[config.mk]
export PLATFORM = sky130hd
export DESIGN_NAME = hw_accel_stream_bridge
export DESIGN_NICKNAME = d
export VERILOG_FILES = /design/src/rtl/hw_accel_stream_bridge.sv
export SDC_FILE = /design/constraint.sdc
export NUM_CORES = 1
export LEC_CHECK = 0
export BUFFER_PORTS_ARGS = -buffer_cell sky130_fd_sc_hd__buf_2
export CORE_MARGIN = 10
export CORE_UTILIZATION = 30
export DETAILED_ROUTE_END_ITERATION = 8
export MAX_ROUTING_LAYER = met4
export SLEW_MARGIN = 20
export SYNTH_ARGS = -nofsm -noshare
export SYNTH_HDL_FRONTEND = slang
export SYNTH_SLANG_ARGS = --single-unit
[constraint.sdc]
create_clock -name clk -period 4.6 [get_ports clk]
set_input_delay 0.46 -clock clk [delete_from_list [all_inputs] [get_ports clk]]
set_output_delay 0.46 -clock clk [all_outputs]
set_load 0.005 [all_outputs]
[src/rtl/hw_accel_stream_bridge.sv]
// DMA <-> accelerator stream bridge: unpacks DMA read words into pixels, packs pixels into DMA write words.
// Defining HW_ACCEL_BRIDGE_STATS_EN adds the saturating stall/drop statistics ports.
module hw_accel_stream_bridge #(
   parameter int DATA_WIDTH          = 32,
   parameter int PIX_WIDTH           = 8,
   parameter int FRAME_PIXELS        = 307200,
   parameter int DMA_TRANSFER_LENGTH = 1920
) (
   input  logic                    clk,
   input  logic                    rst,
   input  logic                    start,
   input  logic                    mode,
   output logic                    busy,
   output logic                    frame_done,
   input  logic                    s_valid,
   output logic                    s_ready,
   input  logic [DATA_WIDTH-1:0]   s_data,
   input  logic [DATA_WIDTH/8-1:0] s_keep,
   output logic [PIX_WIDTH-1:0]    px_out,
   output logic                    px_out_valid,
   input  logic                    px_out_ready,
   input  logic [PIX_WIDTH-1:0]    px_in,
   input  logic                    px_in_valid,
   output logic                    px_in_ready,
   output logic [DATA_WIDTH-1:0]   m_data,
   output logic                    m_valid,
   input  logic                    m_ready,
`ifdef HW_ACCEL_BRIDGE_STATS_EN
   output logic                    m_last,
   output logic [31:0]             stat_in_stall,
   output logic [31:0]             stat_out_stall,
   output logic [15:0]             stat_drop
`else
   output logic                    m_last
`endif
);

   localparam int PPW       = DATA_WIDTH / PIX_WIDTH;
   localparam int CW        = $clog2(FRAME_PIXELS + 1);
   localparam int WW        = (DMA_TRANSFER_LENGTH > 1) ? $clog2(DMA_TRANSFER_LENGTH) : 1;
   localparam int HW        = $clog2(PPW + 1);
   localparam int REP_LANES = (PPW < 3) ? PPW : 3;

   localparam logic [CW-1:0] FRAME_N       = CW'(FRAME_PIXELS);
   localparam logic [CW-1:0] FRAME_LAST_PX = CW'(FRAME_PIXELS - 1);
   localparam logic [WW-1:0] BURST_LAST    = WW'(DMA_TRANSFER_LENGTH - 1);
   localparam logic [HW-1:0] PPW_N         = HW'(PPW);
   localparam logic [HW-1:0] PPW_LAST      = HW'(PPW - 1);

   typedef enum logic [1:0] {IDLE, RUN, FLUSH, DONE} state_e;

   state_e                state_q, state_d;
   logic                  mode_q, mode_d;
   logic [DATA_WIDTH-1:0] hold_q, hold_d;
   logic [HW-1:0]         hold_cnt_q, hold_cnt_d;
   logic [CW-1:0]         in_cnt_q, in_cnt_d;
   logic [PIX_WIDTH-1:0]  px_out_q, px_out_d;
   logic                  px_out_valid_q, px_out_valid_d;
   logic [DATA_WIDTH-1:0] pack_q, pack_d;
   logic [HW-1:0]         pack_cnt_q, pack_cnt_d;
   logic [CW-1:0]         out_cnt_q, out_cnt_d;
   logic [DATA_WIDTH-1:0] m_data_q, m_data_d;
   logic                  m_valid_q, m_valid_d;
   logic                  m_last_q, m_last_d;
   logic [WW-1:0]         word_cnt_q, word_cnt_d;

   logic                  s_ready_c, px_in_ready_c, px_take, px_acc;
   logic                  frame_end_px, burst_end, emit;
   logic [DATA_WIDTH-1:0] lane_word, rep_word;

   // Holding register only accepts a new word once every pixel of the previous one has left.
   assign s_ready_c     = (state_q == RUN) && (hold_cnt_q == '0) && (in_cnt_q != FRAME_N);
   assign px_take       = (state_q == RUN) && (hold_cnt_q != '0) && (in_cnt_q != FRAME_N) &&
                          (!px_out_valid_q || px_out_ready);
   assign px_in_ready_c = ((state_q == RUN) || (state_q == FLUSH)) && (out_cnt_q != FRAME_N) &&
                          (!m_valid_q || m_ready);
   assign px_acc        = px_in_valid && px_in_ready_c;
   assign frame_end_px  = (out_cnt_q == FRAME_LAST_PX);
   assign burst_end     = (word_cnt_q == BURST_LAST);
   assign emit          = px_acc && (!mode_q || (pack_cnt_q == PPW_LAST) || frame_end_px);

   always_comb begin
      rep_word = '0;
      for (int i = 0; i < REP_LANES; i++) rep_word[i*PIX_WIDTH +: PIX_WIDTH] = px_in;
      lane_word = pack_q | (DATA_WIDTH'(px_in) << (pack_cnt_q * PIX_WIDTH));
   end

   always_comb begin
      // NOTE: every signal assigned here gets a default first, so no path can infer a latch.
      state_d = state_q;
      mode_d  = mode_q;
      unique case (state_q)
         IDLE:  if (start) begin
                   state_d = RUN;
                   mode_d  = mode;
                end
         RUN:   if (in_cnt_q == FRAME_N) state_d = FLUSH;
         FLUSH: if ((out_cnt_q == FRAME_N) && (pack_cnt_q == '0) && !m_valid_q) state_d = DONE;
         DONE:  state_d = IDLE;
         default: state_d = IDLE;
      endcase
   end

   always_comb begin
      hold_d         = hold_q;
      hold_cnt_d     = hold_cnt_q;
      in_cnt_d       = in_cnt_q;
      px_out_d       = px_out_q;
      px_out_valid_d = px_out_valid_q;
      pack_d         = pack_q;
      pack_cnt_d     = pack_cnt_q;
      out_cnt_d      = out_cnt_q;
      m_data_d       = m_data_q;
      m_valid_d      = m_valid_q;
      m_last_d       = m_last_q;
      word_cnt_d     = word_cnt_q;

      // Leaving RUN discards any pixels of the final word beyond the frame.
      if (state_q != RUN) begin
         hold_cnt_d = '0;
      end else if (px_take) begin
         hold_d     = hold_q >> PIX_WIDTH;
         hold_cnt_d = hold_cnt_q - HW'(1);
      end else if (s_valid && s_ready_c && (&s_keep)) begin
         hold_d     = s_data;
         hold_cnt_d = mode_q ? PPW_N : HW'(1);
      end

      if (px_take) begin
         px_out_d       = hold_q[PIX_WIDTH-1:0];
         px_out_valid_d = 1'b1;
         in_cnt_d       = in_cnt_q + CW'(1);
      end else if (px_out_ready) begin
         px_out_valid_d = 1'b0;
      end

      if (m_valid_q && m_ready) begin
         m_valid_d = 1'b0;
         m_last_d  = 1'b0;
      end

      if (px_acc) begin
         out_cnt_d = out_cnt_q + CW'(1);
         if (emit) begin
            m_data_d   = mode_q ? lane_word : rep_word;
            m_valid_d  = 1'b1;
            m_last_d   = burst_end || frame_end_px;
            word_cnt_d = (burst_end || frame_end_px) ? '0 : word_cnt_q + WW'(1);
            pack_d     = '0;
            pack_cnt_d = '0;
         end else begin
            pack_d     = lane_word;
            pack_cnt_d = pack_cnt_q + HW'(1);
         end
      end

      if (state_q == DONE) begin
         in_cnt_d       = '0;
         out_cnt_d      = '0;
         word_cnt_d     = '0;
         px_out_valid_d = 1'b0;
      end
   end

   always_ff @(posedge clk or posedge rst) begin
      // NOTE: state registers use non-blocking assignments so every flop samples pre-edge values.
      if (rst) begin
         state_q        <= IDLE;
         mode_q         <= 1'b0;
         hold_q         <= '0;
         hold_cnt_q     <= '0;
         in_cnt_q       <= '0;
         px_out_q       <= '0;
         px_out_valid_q <= 1'b0;
         pack_q         <= '0;
         pack_cnt_q     <= '0;
         out_cnt_q      <= '0;
         m_data_q       <= '0;
         m_valid_q      <= 1'b0;
         m_last_q       <= 1'b0;
         word_cnt_q     <= '0;
      end else begin
         state_q        <= state_d;
         mode_q         <= mode_d;
         hold_q         <= hold_d;
         hold_cnt_q     <= hold_cnt_d;
         in_cnt_q       <= in_cnt_d;
         px_out_q       <= px_out_d;
         px_out_valid_q <= px_out_valid_d;
         pack_q         <= pack_d;
         pack_cnt_q     <= pack_cnt_d;
         out_cnt_q      <= out_cnt_d;
         m_data_q       <= m_data_d;
         m_valid_q      <= m_valid_d;
         m_last_q       <= m_last_d;
         word_cnt_q     <= word_cnt_d;
      end
   end

   assign busy         = (state_q != IDLE);
   assign frame_done   = (state_q == DONE);
   assign s_ready      = s_ready_c;
   assign px_out       = px_out_q;
   assign px_out_valid = px_out_valid_q;
   assign px_in_ready  = px_in_ready_c;
   assign m_data       = m_data_q;
   assign m_valid      = m_valid_q;
   assign m_last       = m_last_q;

`ifdef HW_ACCEL_BRIDGE_STATS_EN
   logic [31:0] stat_in_stall_q, stat_out_stall_q;
   logic [15:0] stat_drop_q;
   logic        clr_stats;

   assign clr_stats = (state_q == IDLE) && start;

   // Counters saturate rather than wrap so a long stall never reads back as a short one.
   always_ff @(posedge clk or posedge rst) begin
      if (rst) begin
         stat_in_stall_q  <= '0;
         stat_out_stall_q <= '0;
         stat_drop_q      <= '0;
      end else if (clr_stats) begin
         stat_in_stall_q  <= '0;
         stat_out_stall_q <= '0;
         stat_drop_q      <= '0;
      end else begin
         if ((state_q == RUN) && s_valid && !s_ready_c && (stat_in_stall_q != '1))
            stat_in_stall_q <= stat_in_stall_q + 32'd1;
         if (m_valid_q && !m_ready && (stat_out_stall_q != '1))
            stat_out_stall_q <= stat_out_stall_q + 32'd1;
         if (s_valid && s_ready_c && !(&s_keep) && (stat_drop_q != '1))
            stat_drop_q <= stat_drop_q + 16'd1;
      end
   end

   assign stat_in_stall  = stat_in_stall_q;
   assign stat_out_stall = stat_out_stall_q;
   assign stat_drop      = stat_drop_q;
`endif

endmodule

==> results.json <==
{
  "ys_ff_latch": 165,
  "rows": 59,
  "ir_drop_uv": 234,
  "ys_async_sr_fraction_pct": 100,
  "ios": 99,
  "cts_buffer_depth": 2,
  "syn_to_final_growth_pct": 18.1,
  "antenna_found_initial": 2,
  "synth_top_flop_cell": "dfrtp_1",
  "syn_avg_cell_area_sq_um": 10.0,
  "crit_chain": "or4_1, nor4_4, a21oi_1, buf_2",
  "dieArea_sq_um": 33500,
  "layout_commonest_cell": "dfrtp_1",
  "cts.sink_count": 165,
  "die_w_um": 183,
  "arrival_ns": 2.42,
  "postCtsSetupRepairBufs": 0,
  "hpwl_mm": 12.9,
  "synth_edf_count": 0,
  "final_cell_mix": "dfrtp_1, buf_2, nand2_1",
  "status": "complete, no violations",
  "nFillCells": 2643,
  "wl_per_cell_um": 15.9,
  "gr-total-overflow": 0,
  "fin_nets": 939,
  "fin_crit_ns": 2.88,
  "netlist_instances": 797,
  "power.density_nw_per_um2": 480,
  "crit_path_start_kind": "flip-flop",
  "drt_iter0_drc": 416,
  "dr.pass1.iters": 5,
  "start_util_pct": 30.5,
  "dpl_cell_area_sq_um": 8820,
  "maxCapViolations": 0,
  "cts.htree.levels": 4,
  "critPathCaptureType": "output pin",
  "via_per_inst": 5.00,
  "die_y_um": 183,
  "preCtsSetupSlack_ns": 1.66,
  "timing.rr.end": "m_data[10]$_DFFE_PP0P_",
  "multi_input_area_sq_um": 3570,
  "yosysSeqAreaShare_pct": 51.7,
  "r2r_slack_ns": 1.76,
  "path_clk_slew_ns": 0.06,
  "rsz0062_at_grt": "no",
  "hp-class": "input port to async pin",
  "synth_nets": 864,
  "slew_headroom_pct": 26.5,
  "route.final.wire_length_mm": 19.5,
  "cts-resized-gates": 0,
  "drc": 0,
  "fin_area_sq_um": 9420,
  "worstPathBufferInverterCount": 1,
  "cpLargestDelayFamily": "simple AND/OR/NAND/NOR gates",
  "grt.total_usage_pct": 12.0,
  "port_buffers": 98,
  "finalPower_uw": 4530,
  "grt_max_degree": 166,
  "criticalPathCategory": "flip-flop to output pin",
  "synth_area_leaders": "dfrtp_1, mux2_2, o21ai_0",
  "first_global_vias": 5939,
  "setup-tns-final_ns": 0,
  "numCtsBuffers": 17,
  "grt_first_pass_wirelength_mm": 32.1,
  "reg2reg_depth": 7,
  "slew_viol_final": 0,
  "fin_skew_ns": 0.0131,
  "clk_latency_ns": 0.43,
  "gp_congestion": 0.782,
  "final_layout_size_suffix_gt1_share_pct": 21.0,
  "ys_warn_count": 0,
  "fin_ws_ns": 1.72,
  "crit_slowest_cell": "or4_1",
  "seq_area_sq_um": 4130,
  "synth.cell_area_sq_um": 7980,
  "vias": 6115,
  "root_buffer": "clkbuf_16",
  "finalHoldViolations": 0,
  "core_area_sq_um": 26100,
  "required_ns": 4.14,
  "slowest_delay_ns": 0.59,
  "yosys.area.top_type_share_pct": 51.7,
  "r2r_start": "pack_cnt_q[0]$_DFFE_PP0P_",
  "fmax_mhz": 347,
  "cts_tree": "built",
  "cts_hold_buffers": 0,
  "finalCritPeriodShare_pct": 62.7,
  "tightest_slew_ns": 1.10,
  "setup_viol": 0,
  "p_leak_uw": 0.00435,
  "worstPathMaxFanout": 12,
  "postRouteAntennaNets": 0,
  "yosysTopAreaCell": "dfrtp_1",
  "synth_cell_type_count": 51
}
[cells by family after synthesis]
kind of cell             after synthesis  share of synthesized area (%)
AO/OA/AOI/OAI                        203                           15.8
XOR/XNOR                              16                           1.76
adder cells (fa/ha/maj)               15                           2.35
buffers and inverters                 79                           4.08
flip-flops                           165                           51.7
multiplexers                          64                           8.64
AND/OR/NAND/NOR                      255                           15.6
[flip-flops by register name, summed over array words and instances, names as in the netlist, 3 cells and up]
signal,count
hold_q,32
m_data,32
pack_q,32
in_cnt_q,19
out_cnt_q,19
word_cnt_q,11
px_out,8
hold_cnt_q,3
pack_cnt_q,3
[synth_stat cells, drive strengths merged, types with 14 or more instances]
cell / number
buf: 26
ha: 15
a21oi: 47
clkbuf: 27
xnor2: 16
a31oi: 19
nand3: 21
mux2: 36
dfrtp: 165
mux2i: 28
nor2: 62
inv: 26
o21ai: 67
or4: 14
a22o: 24
nand2: 87
[power breakdown]
group	leakage, uW	internal, uW	switching, uW
combinational	0.00193	491	618
sequential	0.00213	1760	222
clock	0.000287	819	611
[layer usage]
metal  global-route usage [%]  wire length, um
met2                     16.8             8720
met1                     16.3             9430
met5                        -                0
met3                     3.83             1220
met4                     2.95              112
[how the worst max path moves through the flow]
| stage | from | to | slack [ns] | depth (start not counted) |
|---|---|---|---|---|
| global placement | out_cnt_q[8]$_DFFE_PP0P_ | word_cnt_q[7]$_DFFE_PP0P_ | 1.75 | 6 |
| global route | pack_cnt_q[0]$_DFFE_PP0P_ | m_data[10]$_DFFE_PP0P_ | 1.48 | 7 |
| finish | out_cnt_q[8]$_DFFE_PP0P_ | px_in_ready | 1.72 | 4 |
| CTS | out_cnt_q[8]$_DFFE_PP0P_ | px_in_ready | 1.43 | 4 |
| detailed placement | out_cnt_q[8]$_DFFE_PP0P_ | word_cnt_q[7]$_DFFE_PP0P_ | 1.66 | 6 |
| floorplan | rst | hold_cnt_q[0]$_DFFE_PP0P_ | 2.04 | 1 |
[worst min-delay path, stage by stage]
cell	delay [ns]
buf_2	0.11
clkinvlp_4	0.07
buf_12	0.50
[per-stage QoR]
step / hold WS (ns) / instances / util, %
after floorplan: 0.446 / 797 / -
after global placement: 0.456 / 1188 / 33.7
after detailed placement: 0.466 / 1188 / 33.7
after CTS: 0.250 / 1220 / 36.0
after global routing: 0.266 / 1222 / 36.1
final: 0.213 / 1222 / 36.1
[cell type report]
cell class | instances | area share [%]
inverter | 26 | 1.08
tap | 335 | 4.45
timing repair buffer | 109 | 6.48
clock inverter | 14 | 1.57
antenna | 2 | 0.0531
sequential | 165 | 43.8
clock buffer | 18 | 4.66
multi-input combinational | 553 | 37.9
No activity file was read; power rests on OpenSTA's default activity.
